--- src/rtl/ps2_pkg.sv ---
`default_nettype none
// ============================================================================
// Module   : ps2_pkg
// Brief    : Shared PS/2 state, error-code and protocol definitions.
// Revision : 1.0
// ============================================================================
package ps2_pkg;

    typedef enum logic [2:0] {
        ST_IDLE      = 3'd0,
        ST_INHIBIT   = 3'd1,
        ST_REQ       = 3'd2,
        ST_XFER      = 3'd3,
        ST_ACK       = 3'd4,
        ST_WAIT_IDLE = 3'd5
    } ps2_state_e;

    typedef enum logic [1:0] {
        ERR_NONE    = 2'd0,
        ERR_TIMEOUT = 2'd1,
        ERR_NOACK   = 2'd2
    } ps2_err_e;

    // The stop bit is driven on the fall that follows data and parity.
    localparam int c_STOP_OFFSET = 2;
    localparam int c_BIT_CNT_W   = 4;

endpackage
`default_nettype wire

--- src/rtl/ps2_line_filter.sv ---
`default_nettype none
// ============================================================================
// Module   : ps2_line_filter
// Brief    : Synchronises one PS/2 line, debounces it, flags falling edges.
// Revision : 1.0
// ============================================================================
module ps2_line_filter #(
    parameter int FILTER_LEN = 4
) (
    input  logic clk_i,
    input  logic reset_ni,
    input  logic line_i,
    output logic filt_o,
    output logic fall_o
);

    localparam int c_CNT_W = $clog2(FILTER_LEN) + 1;

    logic [1:0]         r_sync;
    logic               r_filt;
    logic               r_fall;
    logic [c_CNT_W-1:0] r_cnt;
    logic               w_differs;
    logic               w_commit;

    assign w_differs = (r_sync[1] != r_filt);
    assign w_commit  = w_differs && (r_cnt == c_CNT_W'(FILTER_LEN - 1));

    // Lines idle high, so the filter starts out believing the bus is released.
    always_ff @(posedge clk_i or negedge reset_ni) begin
        if (!reset_ni) begin
            r_sync <= 2'b11;
            r_filt <= 1'b1;
            r_fall <= 1'b0;
            r_cnt  <= '0;
        end else begin
            r_sync <= {r_sync[0], line_i};
            r_fall <= w_commit && r_filt;
            if (!w_differs) begin
                r_cnt <= '0;
            end else if (w_commit) begin
                r_filt <= r_sync[1];
                r_cnt  <= '0;
            end else begin
                r_cnt <= r_cnt + c_CNT_W'(1);
            end
        end
    end

    assign filt_o = r_filt;
    assign fall_o = r_fall;

endmodule
`default_nettype wire

--- src/rtl/ps2_host_tx.sv ---
`default_nettype none
// ============================================================================
// Module   : ps2_host_tx
// Brief    : PS/2 host-to-device command transmitter with ACK check/timeout.
// Revision : 1.0
// ============================================================================
module ps2_host_tx
    import ps2_pkg::*;
#(
    parameter int CLK_FREQ_HZ = 100_000_000,
    parameter int INHIBIT_US  = 100,
    parameter int TIMEOUT_US  = 15_000,
    parameter int FILTER_LEN  = 4,
    parameter int DATA_BITS   = 8
) (
    input  logic                   clk_i,
    input  logic                   reset_ni,
    input  logic                   tx_en_i,
    input  logic [DATA_BITS-1:0]   tx_data_i,
    input  logic                   ps2_clk_i,
    input  logic                   ps2_data_i,
    output logic                   ps2_clk_oe_o,
    output logic                   ps2_data_oe_o,
    output logic                   idle_o,
    output logic                   done_o,
    output logic                   err_o,
    output logic [1:0]             err_code_o,
    output logic [2:0]             state_o,
    output logic [c_BIT_CNT_W-1:0] bit_count_o
);

    localparam int c_INHIBIT_CYC = CLK_FREQ_HZ / 1_000_000 * INHIBIT_US;
    localparam int c_TIMEOUT_CYC = CLK_FREQ_HZ / 1_000_000 * TIMEOUT_US;
    localparam int c_INH_W       = $clog2(c_INHIBIT_CYC) + 1;
    localparam int c_TO_W        = $clog2(c_TIMEOUT_CYC) + 1;

    ps2_state_e             r_state, w_state_nxt;
    logic [DATA_BITS-1:0]   r_data, w_data_nxt;
    logic [c_BIT_CNT_W-1:0] r_bit_cnt, w_bit_cnt_nxt;
    logic [c_INH_W-1:0]     r_inh_cnt, w_inh_cnt_nxt;
    logic [c_TO_W-1:0]      r_to_cnt, w_to_cnt_nxt;
    logic                   r_data_oe, w_data_oe_nxt;
    ps2_err_e               r_err_code, w_err_code_nxt;

    logic                   w_clk_filt, w_clk_fall;
    logic                   w_data_filt, w_data_fall_unused;
    logic                   w_clk_oe, w_done, w_err, w_timeout;
    logic [c_BIT_CNT_W-1:0] w_bit_n;
    logic [DATA_BITS-1:0]   w_shift;
    logic                   w_parity;

    ps2_line_filter #(.FILTER_LEN(FILTER_LEN)) u_clk_filter (
        .clk_i    (clk_i),
        .reset_ni (reset_ni),
        .line_i   (ps2_clk_i),
        .filt_o   (w_clk_filt),
        .fall_o   (w_clk_fall)
    );

    ps2_line_filter #(.FILTER_LEN(FILTER_LEN)) u_data_filter (
        .clk_i    (clk_i),
        .reset_ni (reset_ni),
        .line_i   (ps2_data_i),
        .filt_o   (w_data_filt),
        .fall_o   (w_data_fall_unused)
    );

    // Fall n drives payload bit n-1, so the current count indexes the byte.
    assign w_bit_n  = r_bit_cnt + c_BIT_CNT_W'(1);
    assign w_shift  = r_data >> r_bit_cnt;
    assign w_parity = ~^r_data;

    always_ff @(posedge clk_i or negedge reset_ni) begin
        if (!reset_ni) begin
            r_state    <= ST_IDLE;
            r_data     <= '0;
            r_bit_cnt  <= '0;
            r_inh_cnt  <= '0;
            r_to_cnt   <= '0;
            r_data_oe  <= 1'b0;
            r_err_code <= ERR_NONE;
        end else begin
            r_state    <= w_state_nxt;
            r_data     <= w_data_nxt;
            r_bit_cnt  <= w_bit_cnt_nxt;
            r_inh_cnt  <= w_inh_cnt_nxt;
            r_to_cnt   <= w_to_cnt_nxt;
            r_data_oe  <= w_data_oe_nxt;
            r_err_code <= w_err_code_nxt;
        end
    end

    always_comb begin
        w_state_nxt    = r_state;
        w_data_nxt     = r_data;
        w_bit_cnt_nxt  = r_bit_cnt;
        w_inh_cnt_nxt  = r_inh_cnt;
        w_to_cnt_nxt   = r_to_cnt;
        w_data_oe_nxt  = r_data_oe;
        w_err_code_nxt = r_err_code;
        w_clk_oe       = 1'b0;
        w_done         = 1'b0;
        w_err          = 1'b0;
        w_timeout      = 1'b0;

        if (r_state == ST_XFER || r_state == ST_ACK || r_state == ST_WAIT_IDLE) begin
            w_to_cnt_nxt = r_to_cnt + c_TO_W'(1);
            w_timeout    = (r_to_cnt == c_TO_W'(c_TIMEOUT_CYC));
        end

        case (r_state)
            ST_IDLE: begin
                if (tx_en_i) begin
                    w_data_nxt     = tx_data_i;
                    w_err_code_nxt = ERR_NONE;
                    w_bit_cnt_nxt  = '0;
                    w_inh_cnt_nxt  = '0;
                    w_state_nxt    = ST_INHIBIT;
                end
            end
            ST_INHIBIT: begin
                w_clk_oe      = 1'b1;
                w_inh_cnt_nxt = r_inh_cnt + c_INH_W'(1);
                if (r_inh_cnt == c_INH_W'(c_INHIBIT_CYC - 1)) begin
                    w_data_oe_nxt = 1'b1;
                    w_state_nxt   = ST_REQ;
                end
            end
            ST_REQ: begin
                w_clk_oe     = 1'b1;
                w_to_cnt_nxt = '0;
                w_state_nxt  = ST_XFER;
            end
            ST_XFER: begin
                if (w_clk_fall) begin
                    w_bit_cnt_nxt = w_bit_n;
                    if (w_bit_n <= c_BIT_CNT_W'(DATA_BITS)) begin
                        w_data_oe_nxt = ~w_shift[0];
                    end else if (w_bit_n < c_BIT_CNT_W'(DATA_BITS + c_STOP_OFFSET)) begin
                        w_data_oe_nxt = ~w_parity;
                    end else begin
                        w_data_oe_nxt = 1'b0;
                        w_state_nxt   = ST_ACK;
                    end
                end
            end
            ST_ACK: begin
                if (w_clk_fall) begin
                    w_bit_cnt_nxt = w_bit_n;
                    if (!w_data_filt) begin
                        w_state_nxt = ST_WAIT_IDLE;
                    end else begin
                        w_err_code_nxt = ERR_NOACK;
                        w_err          = 1'b1;
                        w_state_nxt    = ST_IDLE;
                    end
                end
            end
            ST_WAIT_IDLE: begin
                if (w_clk_filt && w_data_filt) begin
                    w_done      = 1'b1;
                    w_state_nxt = ST_IDLE;
                end
            end
            default: begin
                w_data_oe_nxt = 1'b0;
                w_state_nxt   = ST_IDLE;
            end
        endcase

        // A timeout overrides anything a coincident fall would have done.
        if (w_timeout) begin
            w_bit_cnt_nxt  = r_bit_cnt;
            w_data_oe_nxt  = 1'b0;
            w_err_code_nxt = ERR_TIMEOUT;
            w_done         = 1'b0;
            w_err          = 1'b1;
            w_state_nxt    = ST_IDLE;
        end
    end

    assign ps2_clk_oe_o  = w_clk_oe;
    assign ps2_data_oe_o = r_data_oe;
    assign idle_o        = (r_state == ST_IDLE);
    assign done_o        = w_done;
    assign err_o         = w_err;
    assign err_code_o    = r_err_code;
    assign state_o       = r_state;
    assign bit_count_o   = r_bit_cnt;

endmodule
`default_nettype wire
--- config.mk ---
export PLATFORM = sky130hd
export DESIGN_NAME = ps2_host_tx
export DESIGN_NICKNAME = d
export VERILOG_FILES = /design/src/rtl/ps2_pkg.sv /design/src/rtl/ps2_line_filter.sv /design/src/rtl/ps2_host_tx.sv
export SDC_FILE = /design/constraint.sdc
export NUM_CORES = 1
export LEC_CHECK = 0
export BUFFER_PORTS_ARGS = -buffer_cell sky130_fd_sc_hd__buf_2
export CAP_MARGIN = 10
export CORE_ASPECT_RATIO = 1.2
export CORE_MARGIN = 5
export CORE_UTILIZATION = 55
export CTS_BUF_LIST = sky130_fd_sc_hd__clkbuf_8
export CTS_CLUSTER_SIZE = 25
export DETAILED_ROUTE_END_ITERATION = 10
export PLACE_DENSITY = 0.74
export SETUP_SLACK_MARGIN = 0.3
export SYNTH_ARGS = -nofsm -noshare
export SYNTH_HDL_FRONTEND = slang
export SYNTH_SLANG_ARGS = --single-unit
--- constraint.sdc ---
create_clock -name clk_i -period 2.3 [get_ports clk_i]
set_input_delay 0 -clock clk_i [delete_from_list [all_inputs] [get_ports clk_i]]
set_output_delay 0 -clock clk_i [all_outputs]
set_load 0.03 [all_outputs]
== Word-level counts from Yosys, hierarchy flattened ==
Index checks and enable logic that the tools add are counted.
Storage, ports and cells
  latch bits: 0
  bits in read-only memories: 0
  output and inout bits: 14
  bits in registers: 68
  memories kept: 0
  input port bits: 13
  memory bits (writable): 0
Cells by class
  eq/ne operators: 22
  muxes and demuxes: 41
  div/mod/pow operators: 0
  bitwise logic cells: 3
  shift-type cells: 1
  reduce and logical (&&, ||, !) cells: 23
  add/subtract/negate cells: 5
  $lt $le $gt $ge: 2
  multipliers: 0
Operator list (number)
  22-bit two-way mux: 2
  3-bit two-way mux: 13
  15-bit case mux with 2 select lines: 1
  22-bit by 1-bit adder with 22-bit output (second input constant): 1
  22-bit by 21-bit equality test with 1-bit output (second input constant): 1
  3-bit case mux with 6 select lines: 1
  15-bit by 1-bit adder with 15-bit output (second input constant): 1
  15-bit by 14-bit equality test with 1-bit output (second input constant): 1
  15-bit two-way mux: 1
  3-bit by 2-bit != test with 1-bit output (second input constant): 5
  1-bit two-way mux: 14
  3-bit by 2-bit equality test with 1-bit output (second input constant): 4
  3-bit != test (second input constant): 3
  2-bit two-way mux: 4
  4-bit two-way mux: 2
  4-bit case mux with 2 select lines: 1
  2-bit AND reduction: 4
  4-bit AND reduction: 2
  8-bit XNOR reduction: 1
  8-bit by 4-bit right shift with 1-bit output: 1
  7-bit AND reduction: 1
  3-bit by 1-bit adder with 3-bit output (second input constant): 2
  3-bit equality test (second input constant): 2
  2-bit nonzero test: 3
  other kinds (17): 26

== Depth between registers and ports, before layout ==
Gate-level depths: netlist of the first run.
  depth after elaboration: 7
  depth in mapped cells: 9
  depth with buffers taken out: 8

== Cells and area by module ==
Synthesis of the first run repeated with hierarchy kept, for this count alone.
Second synthesis, totals
  cells, all modules: 374
  area, all modules: 3741.1 um2
By module, submodules not included
  ps2_host_tx: seq. area each 1376.3 um2, instances 1, area each 3210.6 um2, cells an instance 344
  ps2_line_filter: seq. area each 178.9 um2, instances 2, area each 265.3 um2, cells an instance 15

== Least setup slack after synthesis of the first run ==
OpenSTA, ideal clock, no wires.
  path type: reg2reg
  start: register r_state[1] (netlist: state_o[1])
  end: register r_state[1] (netlist: state_o[1])
  setup time: 0.125 ns
  stages on the path, launching flop included: 6
  path buffers: 1
  arrival: 2.362 ns
  clock period less this slack: 2.486 ns
  setup slack: -0.186 ns
  path through: dfrtp_1 -> clkbuf_1 -> nor3_1 -> a21oi_1 -> o31ai_1 -> mux2_2
Between the ends
  elaborated cells on any way between the ends: 19
RTL lines
  start, declared: RTL line ps2_host_tx.sv:37  | ps2_state_e r_state, w_state_nxt;
  start signal, assigned: RTL line ps2_host_tx.sv:83  | r_state <= w_state_nxt;
  3-bit zero test *
  net idle_o: RTL line ps2_host_tx.sv:24  | output logic idle_o,
  3-bit by 2-bit != test with 1-bit output (no source line) or 3-bit case mux with 6 select lines (tied branches)
  7-bit AND reduction (no source line) or 3-bit two-way mux (tied branches)
Mark *: on every way through the listed nets, which the timed path passes. The rest lies on a longest branch.
A chain may end at the register's enable or synchronous reset.

== Final worst setup path of the first run ==
  start: register r_to_cnt[1]
  end: register r_state[1] (netlist: state_o[1])
Between the ends
  longest elaborated chain between the ends: 4
  elaborated cells on any way between the ends: 11
Ends and longest elaborated chain
  start, declared: RTL line ps2_host_tx.sv:41  | logic [c_TO_W-1:0] r_to_cnt, w_to_cnt_nxt;
  start signal, assigned: RTL line ps2_host_tx.sv:87  | r_to_cnt <= w_to_cnt_nxt;
  22-bit by 21-bit equality test with 1-bit output *: RTL line ps2_host_tx.sv:108  | w_timeout = (r_to_cnt == c_TO_W'(c_TIMEOUT_CYC));
  1-bit two-way mux *: RTL line ps2_host_tx.sv:106  | if (r_state == ST_XFER || r_state == ST_ACK || r_state == ST_WAIT_IDLE) begin
  3-bit != test (no source line) or 3-bit by 2-bit != test with 1-bit output (tied branches)
  7-bit AND reduction (no source line)
Every way passes the cells marked *; elsewhere a longest branch is shown, timed or not.

==> flow_metrics.tcl, run 1 <==
set metrics [dict create \
    ir_drop_v 0.000550 \
    die_w_microns 82.8 \
    portBuffers 26 \
    cts_made_buffers 9 \
    vias_per_cell 5.87 \
    synth_nets 372 \
    routed_wl_microns 8230 \
    yosysTopAreaCellShare_pct 44.3 \
    switching_share_pct 23.5 \
    setup_viol_count_final 0 \
    cts_tree "done" \
    slew_headroom_pct 57.4 \
    grt_pass1_vias 2929 \
    synthesis.area_sq_um 3500 \
    ys.flop_type "dfrtp_1" \
    ios 27 \
    core_area_sq_um 6130 \
    grt_pass1_wl_microns 13600 \
    cp-end-kind "register" \
    p_int_mw 2.07 \
    reg2reg_slack_ps 40 \
    hpwl_microns 5050 \
    start_util_pct 57.1 \
    synthDistinctLibCells 47 \
    report.final.slew_viol_count 0 \
    max-cap-violations 0 \
    p_total_mw 2.71 \
    regToRegEndpoint "state_o[1]" \
    synthTopCellsByArea "dfrtp_1, dfstp_2, mux2_2, nand3_1, nand2_1" \
    clkPwrFrac_pct 44.5 \
    cpMostUsedCell "buf_6" \
    setup-tns-final_ps 0 \
    synth_edf_count 0 \
    finalCriticalPeriod_ps 2260 \
    die_y_microns 97.4 \
    finalHoldViolCount 0 \
    rsz0062_at_grt "true" \
    drive_gt1_share_pct 29.2 \
    detail-route-antenna-nets 0 \
    min_path_type "in -> reg" \
    clock_sinks 68 \
    crit_type "reg -> reg" \
    final_nets 439 \
    tightest_slew_ps 639 \
    clockBufferDepth 2 \
    wl_per_cell_microns 16.3 \
    ff2ff_path_depth 11 \
    required_ps 2530 \
    clk_latency_ps 350 \
    clock_skew_ps 7.84 \
    num_vias 2970 \
    grtUsageTotal_pct 20.4 \
    crit_fanout 5 \
    whs_endpoint "r_inh_cnt[0]" \
    holdPathStages 4 \
    avgSynthCellArea_sq_um 9.95 \
    status "finished, final reports clean" \
    detail_route.iter0.violations 163 \
    antenna_found_initial 0 \
    drc 0 \
    worstPathCellList "inv_2 > ha_4 > nor4b_4 > nand3b_1 > nor4_4 > buf_4 > buf_6 > buf_6 > buf_6 > o31ai_4 > mux2_4" \
    switching_power_mw 0.638 \
    synth_top_cell_by_area "dfrtp_1" \
    worstPathArrival_ps 2490 \
    cts_root_buf "clkbuf_8" \
    clkSlewWorstSetupHoldPaths_ps 80 \
    grt-ovfl-total 0 \
    area_delta_synth_final_pct 27.6 \
    fmax_ghz 0.443 \
    fin_crit_sh_pct 98.2 \
    grt_max_degree 43 \
    ys_seq_elements 68 \
    power_frac_seq_pct 48.7 \
    synth_cells 352 \
    r2r_start "r_to_cnt[1]" \
    die_area_sq_um 8070 \
    ys.warnings.count 0 \
    cp_slowest_stage_delay_ps 420 \
    hp-start "tx_en_i" \
    async_flop_share_pct 100 \
    power_density_nw_per_um2 607 \
    rows 31 \
    htreeDepth 3 \
    p_leak_nw 2.07 \
    place_congestion 0.846 \
    p_comb_share_pct 6.8 \
    firstDrtPassIters 4 \
    antenna_cells 0 \
    crit_slowest_cell "dfrtp_1" \
    start_kind "register" \
    ys_seq_area_share_pct 48.8 \
]
==> logic make-up after synthesis <==
group / share of synthesized area [%]
AO/OA/AOI/OAI: 9.51
XOR/XNOR: 7.22
adder cells (fa/ha/maj): 2.50
buffers and inverters: 2.54
flip-flops: 48.8
multiplexers: 6.54
AND/OR/NAND/NOR: 22.9
==> layer usage <==
| layer | track usage, % | routed length (microns) | vias up |
|---|---|---|---|
| met2 | 32.7 | 4150 | 98 |
| met4 | 10.3 | 224 | 0 |
| met3 | 4.41 | 325 | 23 |
| met5 | 0 | 0 | - |
| met1 | 26.1 | 3530 | 1466 |
| li1 | - | - | 1383 |
==> how the worst max path moves through the flow <==
stage | from | to | slack (ps) | cells after the start
floorplan | bit_count_o[0] | state_o[1] | 160 | 7
global placement | state_o[2] | bit_count_o[0] | 170 | 5
detailed placement | bit_count_o[0] | state_o[1] | 80 | 7
CTS | r_to_cnt[7] | err_o | 100 | 8
global route | r_to_cnt[0] | state_o[1] | -60 | 11
finish | r_to_cnt[1] | state_o[1] | 40 | 11
==> worst max-delay path, delay by kind of cell, from the launching register on <==
family,cells,cell delay (ps)
multiplexers,1,320
AND/OR/NAND/NOR,3,640
adder cells (fa/ha/maj),1,120
flip-flops,1,420
AO/OA/AOI/OAI,1,80
buffers and inverters,5,570
==> layout by cell type, fill, tap and decap left out, drive strengths merged, types with 11 or more instances in the layout <==
| master | synthesis | routed |
|---|---|---|
| nand3 | 29 | 29 |
| dfrtp | 62 | 62 |
| xnor2 | 14 | 14 |
| xor2 | 14 | 14 |
| buf | 6 | 59 |
| nor2 | 29 | 29 |
| mux2 | 13 | 13 |
| dlygate4sd3 | 0 | 11 |
| o21ai | 21 | 21 |
| nand2 | 37 | 37 |
==> synth_stat cells (all sizes together) (3+ instances only) <==
cell type,count
a31oi,7
buf,6
nor2,29
inv,8
o21ai,21
and3,10
dfstp,6
nor4,6
xor2,14
ha,7
o31ai,3
nand3,29
dfrtp,62
a211oi,5
clkbuf,8
xnor2,14
nand2,37
a21oi,9
nand2b,3
mux2,13
nand4,7
nor3b,5
nor2b,7
nor3,8
or3,3
mux2i,6
==> state kept, by name, summed over array words and instances (netlist names) <==
signal and cells:
bit_count_o 4, err_code_o 2, ps2_data_oe_o 1, r_data 8
r_inh_cnt 15, r_to_cnt 22, state_o 3, u_clk_filter.fall_o 1
u_clk_filter.filt_o 1, u_clk_filter.r_cnt 3, u_clk_filter.r_sync 2, u_data_filter.filt_o 1
u_data_filter.r_cnt 3, u_data_filter.r_sync 2
==> timing repair <==
item	in CTS	in global routing
pin swaps	11	5
hold endpoints to repair	30	0
hold buffers	11	0
setup endpoints to repair	9	18
resized for setup	19	17
buffers inserted	10	8
==> layout make-up <==
class / instances / area (sq um)
timing repair buffer: 70 / 520
inverter: 8 / 30.0
fill: 425 / 1660
clock inverter: 7 / 116
multi-input combinational: 262 / 1860
sequential: 68 / 1710
tap: 82 / 103
clock buffer: 9 / 124
==> power groups by stage <==
| stage | clock network (mW) | registers (mW) | logic (mW) |
|---|---|---|---|
| 2_1_floorplan | 0 | 1.31 | 0.130 |
| 3_3_place_gp | 0 | 1.34 | 0.163 |
| 6_report | 1.21 | 1.32 | 0.184 |
| 5_1_grt | 1.27 | 1.33 | 0.212 |
| 3_5_place_dp | 0 | 1.34 | 0.170 |
| 4_1_cts | 1.22 | 1.32 | 0.185 |
==> through the flow <==
step / instance area [sq um] / worst slack [ps] / hold slack, ps / util (%) / cells
2_1_floorplan: 3510 / 164 / -296 / - / 352
3_3_place_gp: 3820 / 166 / 39.3 / 62.3 / 461
3_5_place_dp: 3820 / 76.9 / 60.1 / 62.3 / 461
4_1_cts: 4340 / 102 / 72.0 / 70.8 / 498
5_1_grt: 4470 / -60.2 / 106 / 72.9 / 506
6_report: 4470 / 41.0 / 96.8 / 72.9 / 506
(Power assumes the default switching activity.)
==> run 2: changes to the inputs <==
--- a/config.mk
+++ b/config.mk
@@ -13,6 +13,7 @@
 export CTS_BUF_LIST = sky130_fd_sc_hd__clkbuf_8
 export CTS_CLUSTER_SIZE = 25
 export DETAILED_ROUTE_END_ITERATION = 10
+export GPL_TIMING_DRIVEN = 0
 export PLACE_DENSITY = 0.74
 export SETUP_SLACK_MARGIN = 0.3
 export SYNTH_ARGS = -nofsm -noshare
==> constraint.sdc (replaced) <==
create_clock -name clk_i -period 2.3 [get_ports clk_i]
set_input_delay 0.23 -clock clk_i [delete_from_list [all_inputs] [get_ports clk_i]]
set_output_delay 0.23 -clock clk_i [all_outputs]
set_load 0.03 [all_outputs]
==> flow_metrics.tcl, run 2 (synthesis gave the netlist of run 1 again) <==
set metrics [dict create \
    clock_skew_ps 9.08 \
    max-cap-violations 0 \
    grtUsageTotal_pct 19.4 \
    place_congestion 0.845 \
    violations "hold timing, setup timing" \
    worstPathArrival_ps 2130 \
    portBuffers 26 \
    largest_reg_flops 22 \
    grt_max_degree 69 \
    tightest_slew_ps 840 \
    start_util_pct 57.1 \
    clock_sinks 68 \
    rsz0062_at_grt "true" \
    rows 31 \
    fmax_ghz 0.423 \
    final_util_pct 69.2 \
    report.final.slew_viol_count 0 \
    finalHoldViolCount 26 \
    die_y_microns 97.4 \
    drive_gt1_share_pct 28.5 \
    die_area_sq_um 8070 \
    final_cell_mix "dfrtp_1, nand2_1, nor2_1" \
    switching_share_pct 25.4 \
    core_area_sq_um 6130 \
    grt_pass1_vias 2847 \
    final_cell_area_sq_um 4240 \
    cp-end-kind "output pin" \
    vias_per_cell 5.70 \
    layout_commonest_cell "dfrtp_1" \
    crit_fanout 4 \
    cts_root_buf "clkbuf_8" \
    switching_power_mw 0.589 \
    status "finished with violations" \
    p_leak_nw 2.00 \
    detail-route-antenna-nets 0 \
    die_w_microns 82.8 \
    area_delta_synth_final_pct 21.2 \
    num_vias 2826 \
    place_area_sq_um 3780 \
    clkSlewWorstSetupHoldPaths_ps 70 \
    crit_type "reg -> out" \
    drc 0 \
    p_comb_share_pct 8.6 \
    finalCriticalPeriod_ps 2360 \
    largest-register "r_to_cnt" \
    grt-ovfl-total 0 \
    antenna_found_initial 0 \
    clockBufferDepth 2 \
    setup_viol_count_final 2 \
    p_int_mw 1.73 \
    min_path_type "in -> async" \
    power_frac_seq_pct 56.0 \
    clk_latency_ps 340 \
    routed_wl_microns 7450 \
    power_density_nw_per_um2 545 \
    ff2ff_path_depth 8 \
    slew_headroom_pct 44.0 \
    top_regs "r_to_cnt (22), r_inh_cnt (15), r_data (8)" \
    ios 27 \
    firstDrtPassIters 5 \
    hpwl_microns 4980 \
    final_nets 429 \
    detail_route.iter0.violations 121 \
    htreeDepth 3 \
    whs_ps -39.7 \
    wl_per_cell_microns 15.0 \
    antenna_cells 0 \
    cts_made_buffers 9 \
    post-place-cells 460 \
    grt_pass1_wl_microns 12900 \
    fin_crit_sh_pct 103 \
    start_kind "register" \
    ir_drop_v 0.000396 \
    worst_slack_ps -63.2 \
    cts_tree "done" \
    clkPwrFrac_pct 35.4 \
    fin_cells 496 \
    required_ps 2070 \
    p_total_mw 2.31 \
]
==> run 2: repair_timing <==
action	CTS	global route
hold buffers	2	0
resized for setup	22	17
endpoints found under the hold margin	2	0
buffers inserted	10	8
endpoints found under the setup margin	19	24
pin swaps	6	5
==> run 2: critical path: stages, from the launching register on <==
cell     delay [ps]
dfrtp_1         410
nor4_2          270
nand4_1         180
nor4_4          350
buf_6           160
and2_4          140
nand2_2          50
o21ai_2          70
buf_6           150
==> run 2: worst paths after layout <==
kind                                               from                 endpoint  slack (ps)
worst min register to register  u_data_filter.r_sync[0]  u_data_filter.r_sync[1]         360
worst max-delay path                       r_to_cnt[16]                    err_o         -60
min in group clk_i                         tx_data_i[2]                r_data[2]         110
worst min-delay path                           reset_ni             r_inh_cnt[2]         -40
max in group asynchronous                      reset_ni            r_inh_cnt[14]        1750
worst max register to register             r_to_cnt[16]            ps2_data_oe_o         260
==> run 2: power groups by stage <==
stage	logic (mW)	registers (mW)	clock network, mW
floorplan	0.133	1.31	0
global placement	0.185	1.31	0
detailed placement	0.197	1.32	0
CTS	0.200	1.29	0.845
global route	0.220	1.30	0.895
finish	0.199	1.30	0.820
==> run 2: cell type report <==
cell class | instances | area, sq um
buffer | 14 | 78.8
tap | 82 | 103
clock inverter | 7 | 37.5
clock buffer | 9 | 124
multi-input combinational | 262 | 1860
inverter | 8 | 30.0
fill | 486 | 1890
sequential | 68 | 1710
timing repair buffer | 46 | 304
==> run 2: layer usage <==
metal	wire length, microns	vias to the layer above	GRT usage [%]
li1	-	1363	-
met1	3140	1359	23.4
met2	3790	79	32.5
met3	315	25	4.16
met4	203	0	9.81
met5	0	-	0
==> run 2: per-stage QoR <==
step	setup TNS [ps]	hold WS, ps	setup WS [ps]
finish	-86.9	-39.7	-63.2
CTS	-94.7	2.03	-57.3
global route	-266	44.8	-159
floorplan	0	-65.6	225
global placement	0	335	64.7
detailed placement	0	336	35.6
==> run 3: changes to the inputs <==
--- a/config.mk
+++ b/config.mk
@@ -10,7 +10,7 @@
 export CORE_ASPECT_RATIO = 1.2
 export CORE_MARGIN = 5
 export CORE_UTILIZATION = 55
-export CTS_BUF_LIST = sky130_fd_sc_hd__clkbuf_8
+export CTS_BUF_LIST = sky130_fd_sc_hd__clkbuf_4 sky130_fd_sc_hd__clkbuf_8
 export CTS_CLUSTER_SIZE = 25
 export DETAILED_ROUTE_END_ITERATION = 10
 export GPL_TIMING_DRIVEN = 0
==> constraint.sdc (replaced) <==
create_clock -name clk_i -period 2.3 [get_ports clk_i]
set_input_delay 0.23 -clock clk_i [delete_from_list [all_inputs] [get_ports clk_i]]
set_output_delay 0.23 -clock clk_i [all_outputs]
set_load 0.01 [all_outputs]
==> flow_metrics.tcl, run 3 (synthesis gave the netlist of run 1 again) <==
set metrics [dict create \
    status "finished with violations" \
    violations "hold timing, setup timing" \
    finalCriticalPeriod_ps 2410 \
    routed_wl_microns 7410 \
    layout_commonest_cell "dfrtp_1" \
    reg2reg_slack_ps 80 \
    r2r_start "r_to_cnt[0]" \
    start_util_pct 57.1 \
    num-fill-cells 483 \
    setup-tns-final_ps -211 \
    ff_latch_area_sq_um 1710 \
    p_leak_nw 2.03 \
    cts_root_buf "clkbuf_8" \
    cts_tree "done" \
    regToRegEndpoint "state_o[1]" \
    final_nets 430 \
    worstPathArrival_ps 2180 \
    clkSlewWorstSetupHoldPaths_ps 70 \
    largest-register "r_to_cnt" \
    die_w_microns 82.8 \
    power_density_nw_per_um2 586 \
    fmax_ghz 0.415 \
    fin_crit_sh_pct 105 \
    rows 31 \
    grt_max_degree 69 \
    clock_skew_ps 8.75 \
    grt-ovfl-total 0 \
    crit_start "r_to_cnt[0]" \
    cp-end-kind "output pin" \
    clockBufferDepth 2 \
    die_y_microns 97.4 \
    antenna_found_initial 0 \
    portBuffers 26 \
    cp_slowest_stage_delay_ps 400 \
    path_delay_family "simple AND/OR/NAND/NOR gates" \
    core_area_sq_um 6130 \
    rsz0062_at_grt "true" \
    p_total_mw 2.49 \
    switching_share_pct 23.1 \
    switching_power_mw 0.575 \
    max-cap-violations 0 \
    report.final.slew_viol_count 0 \
    critPathBufInv 3 \
    min_path_type "in -> async" \
    clock_sinks 68 \
    firstDrtPassIters 5 \
    required_ps 2070 \
    largest_reg_flops 22 \
    whs_ps -6.54 \
    place_area_sq_um 3740 \
    drive_gt1_share_pct 28.0 \
    slew_headroom_pct 45.1 \
    grt_pass1_vias 2802 \
    ir_drop_v 0.000348 \
    ff2ff_path_depth 11 \
    p_int_mw 1.92 \
    drc 0 \
    num_vias 2804 \
    tightest_slew_ps 824 \
    finalHoldViolCount 4 \
    die_area_sq_um 8070 \
    fin_cells 497 \
    vias_per_cell 5.64 \
    htreeDepth 3 \
    area_delta_synth_final_pct 21.4 \
    worst_slack_ps -110 \
    clk_latency_ps 340 \
    antenna_cells 0 \
    detail_route.iter0.violations 151 \
    crit_slowest_cell "dfrtp_1" \
    ios 27 \
    detail-route-antenna-nets 0 \
    crit_fanout 4 \
    top_regs "r_to_cnt (22), r_inh_cnt (15), r_data (8)" \
    cts_made_buffers 9 \
    crit_type "reg -> out" \
    p_comb_share_pct 7.6 \
    worstPathCellList "inv_2 > ha_2 > nor4b_4 > nand3b_1 > nor4_4 > buf_4 > and2_4 > nand2_2 > o21ai_2 > buf_2" \
    post-place-cells 460 \
    grtUsageTotal_pct 19.0 \
    power_frac_seq_pct 52.0 \
    setup_viol_count_final 2 \
    hpwl_microns 4860 \
    final_cell_mix "dfrtp_1, nand2_1, buf_2, nor2_1, nand3_1" \
    clkPwrFrac_pct 40.3 \
    final_cell_area_sq_um 4250 \
    start_kind "register" \
    grt_pass1_wl_microns 12700 \
    multi_input_area_sq_um 1810 \
    wl_per_cell_microns 14.9 \
    place_congestion 0.829 \
]
==> run 3: changes by cell type in the layout (fill, tap and decap cells not counted), moves of 2 or more <==
| cell | change |
|---|---|
| clkbuf_8 | +3 |
| inv_1 | -3 |
| and3_1 | +2 |
| buf_2 | +2 |
==> run 3: worst max path at each step <==
stage                endpoint  slack [ps]  depth (start not counted)
2_1_floorplan      state_o[1]         340                          7
3_3_place_gp   bit_count_o[0]         -80                          6
3_5_place_dp   bit_count_o[0]         -40                          6
4_1_cts                 err_o        -110                          9
5_1_grt                 err_o        -260                         10
6_report                err_o        -110                         10
==> run 3: metal layers <==
metal / vias up / GRT usage (%) / share of wire, %
li1: 1370 / - / -
met1: 1345 / 23.8 / 42
met2: 71 / 31.1 / 51
met3: 18 / 3.56 / 4.5
met5: - / 0 / 0
met4: 0 / 10.1 / 2.6
==> run 3: area by class of cell <==
class	count	share of cell area (%)
plain buffers	14	1.88
well taps	82	2.41
clock inverters	4	1.12
inverters	8	0.706
clock buffers	12	3.74
repair buffers	47	7.30
flip-flops and latches	68	40.2
multi-input cells	262	42.6
==> run 3: timing repair <==
| action | in CTS | in global routing |
|---|---|---|
| pin swaps | 3 | 8 |
| gates resized for setup | 15 | 26 |
| hold buffers | 2 | 0 |
| endpoints found under the setup margin | 39 | 47 |
| endpoints found under the hold margin | 2 | 0 |
| setup buffers | 10 | 9 |
==> run 3: worst reg2reg max path, stage by stage (launching register included) <==
cell      delay (ps)
dfrtp_1          400
inv_2             70
ha_2             170
nor4b_4          180
nand3b_1         150
nor4_4           300
buf_4            180
buf_4            110
buf_6            100
buf_6            100
o31ai_4           80
mux2_2           280
==> run 3: through the flow <==
step	utilization (%)	setup slack [ps]
2_1_floorplan	-	344
3_3_place_gp	61.0	-82.7
3_5_place_dp	61.0	-37.7
4_1_cts	66.9	-105
5_1_grt	69.4	-258
6_report	69.4	-110
==> run 3: power groups by stage <==
| stage | Clock, mW | Combinational (mW) | Sequential [mW] |
|---|---|---|---|
| 5_1_grt | 1.09 | 0.221 | 1.30 |
| 2_1_floorplan | 0 | 0.129 | 1.31 |
| 3_5_place_dp | 0 | 0.187 | 1.32 |
| 6_report | 1.00 | 0.190 | 1.30 |
| 3_3_place_gp | 0 | 0.179 | 1.32 |
| 4_1_cts | 1.03 | 0.192 | 1.30 |
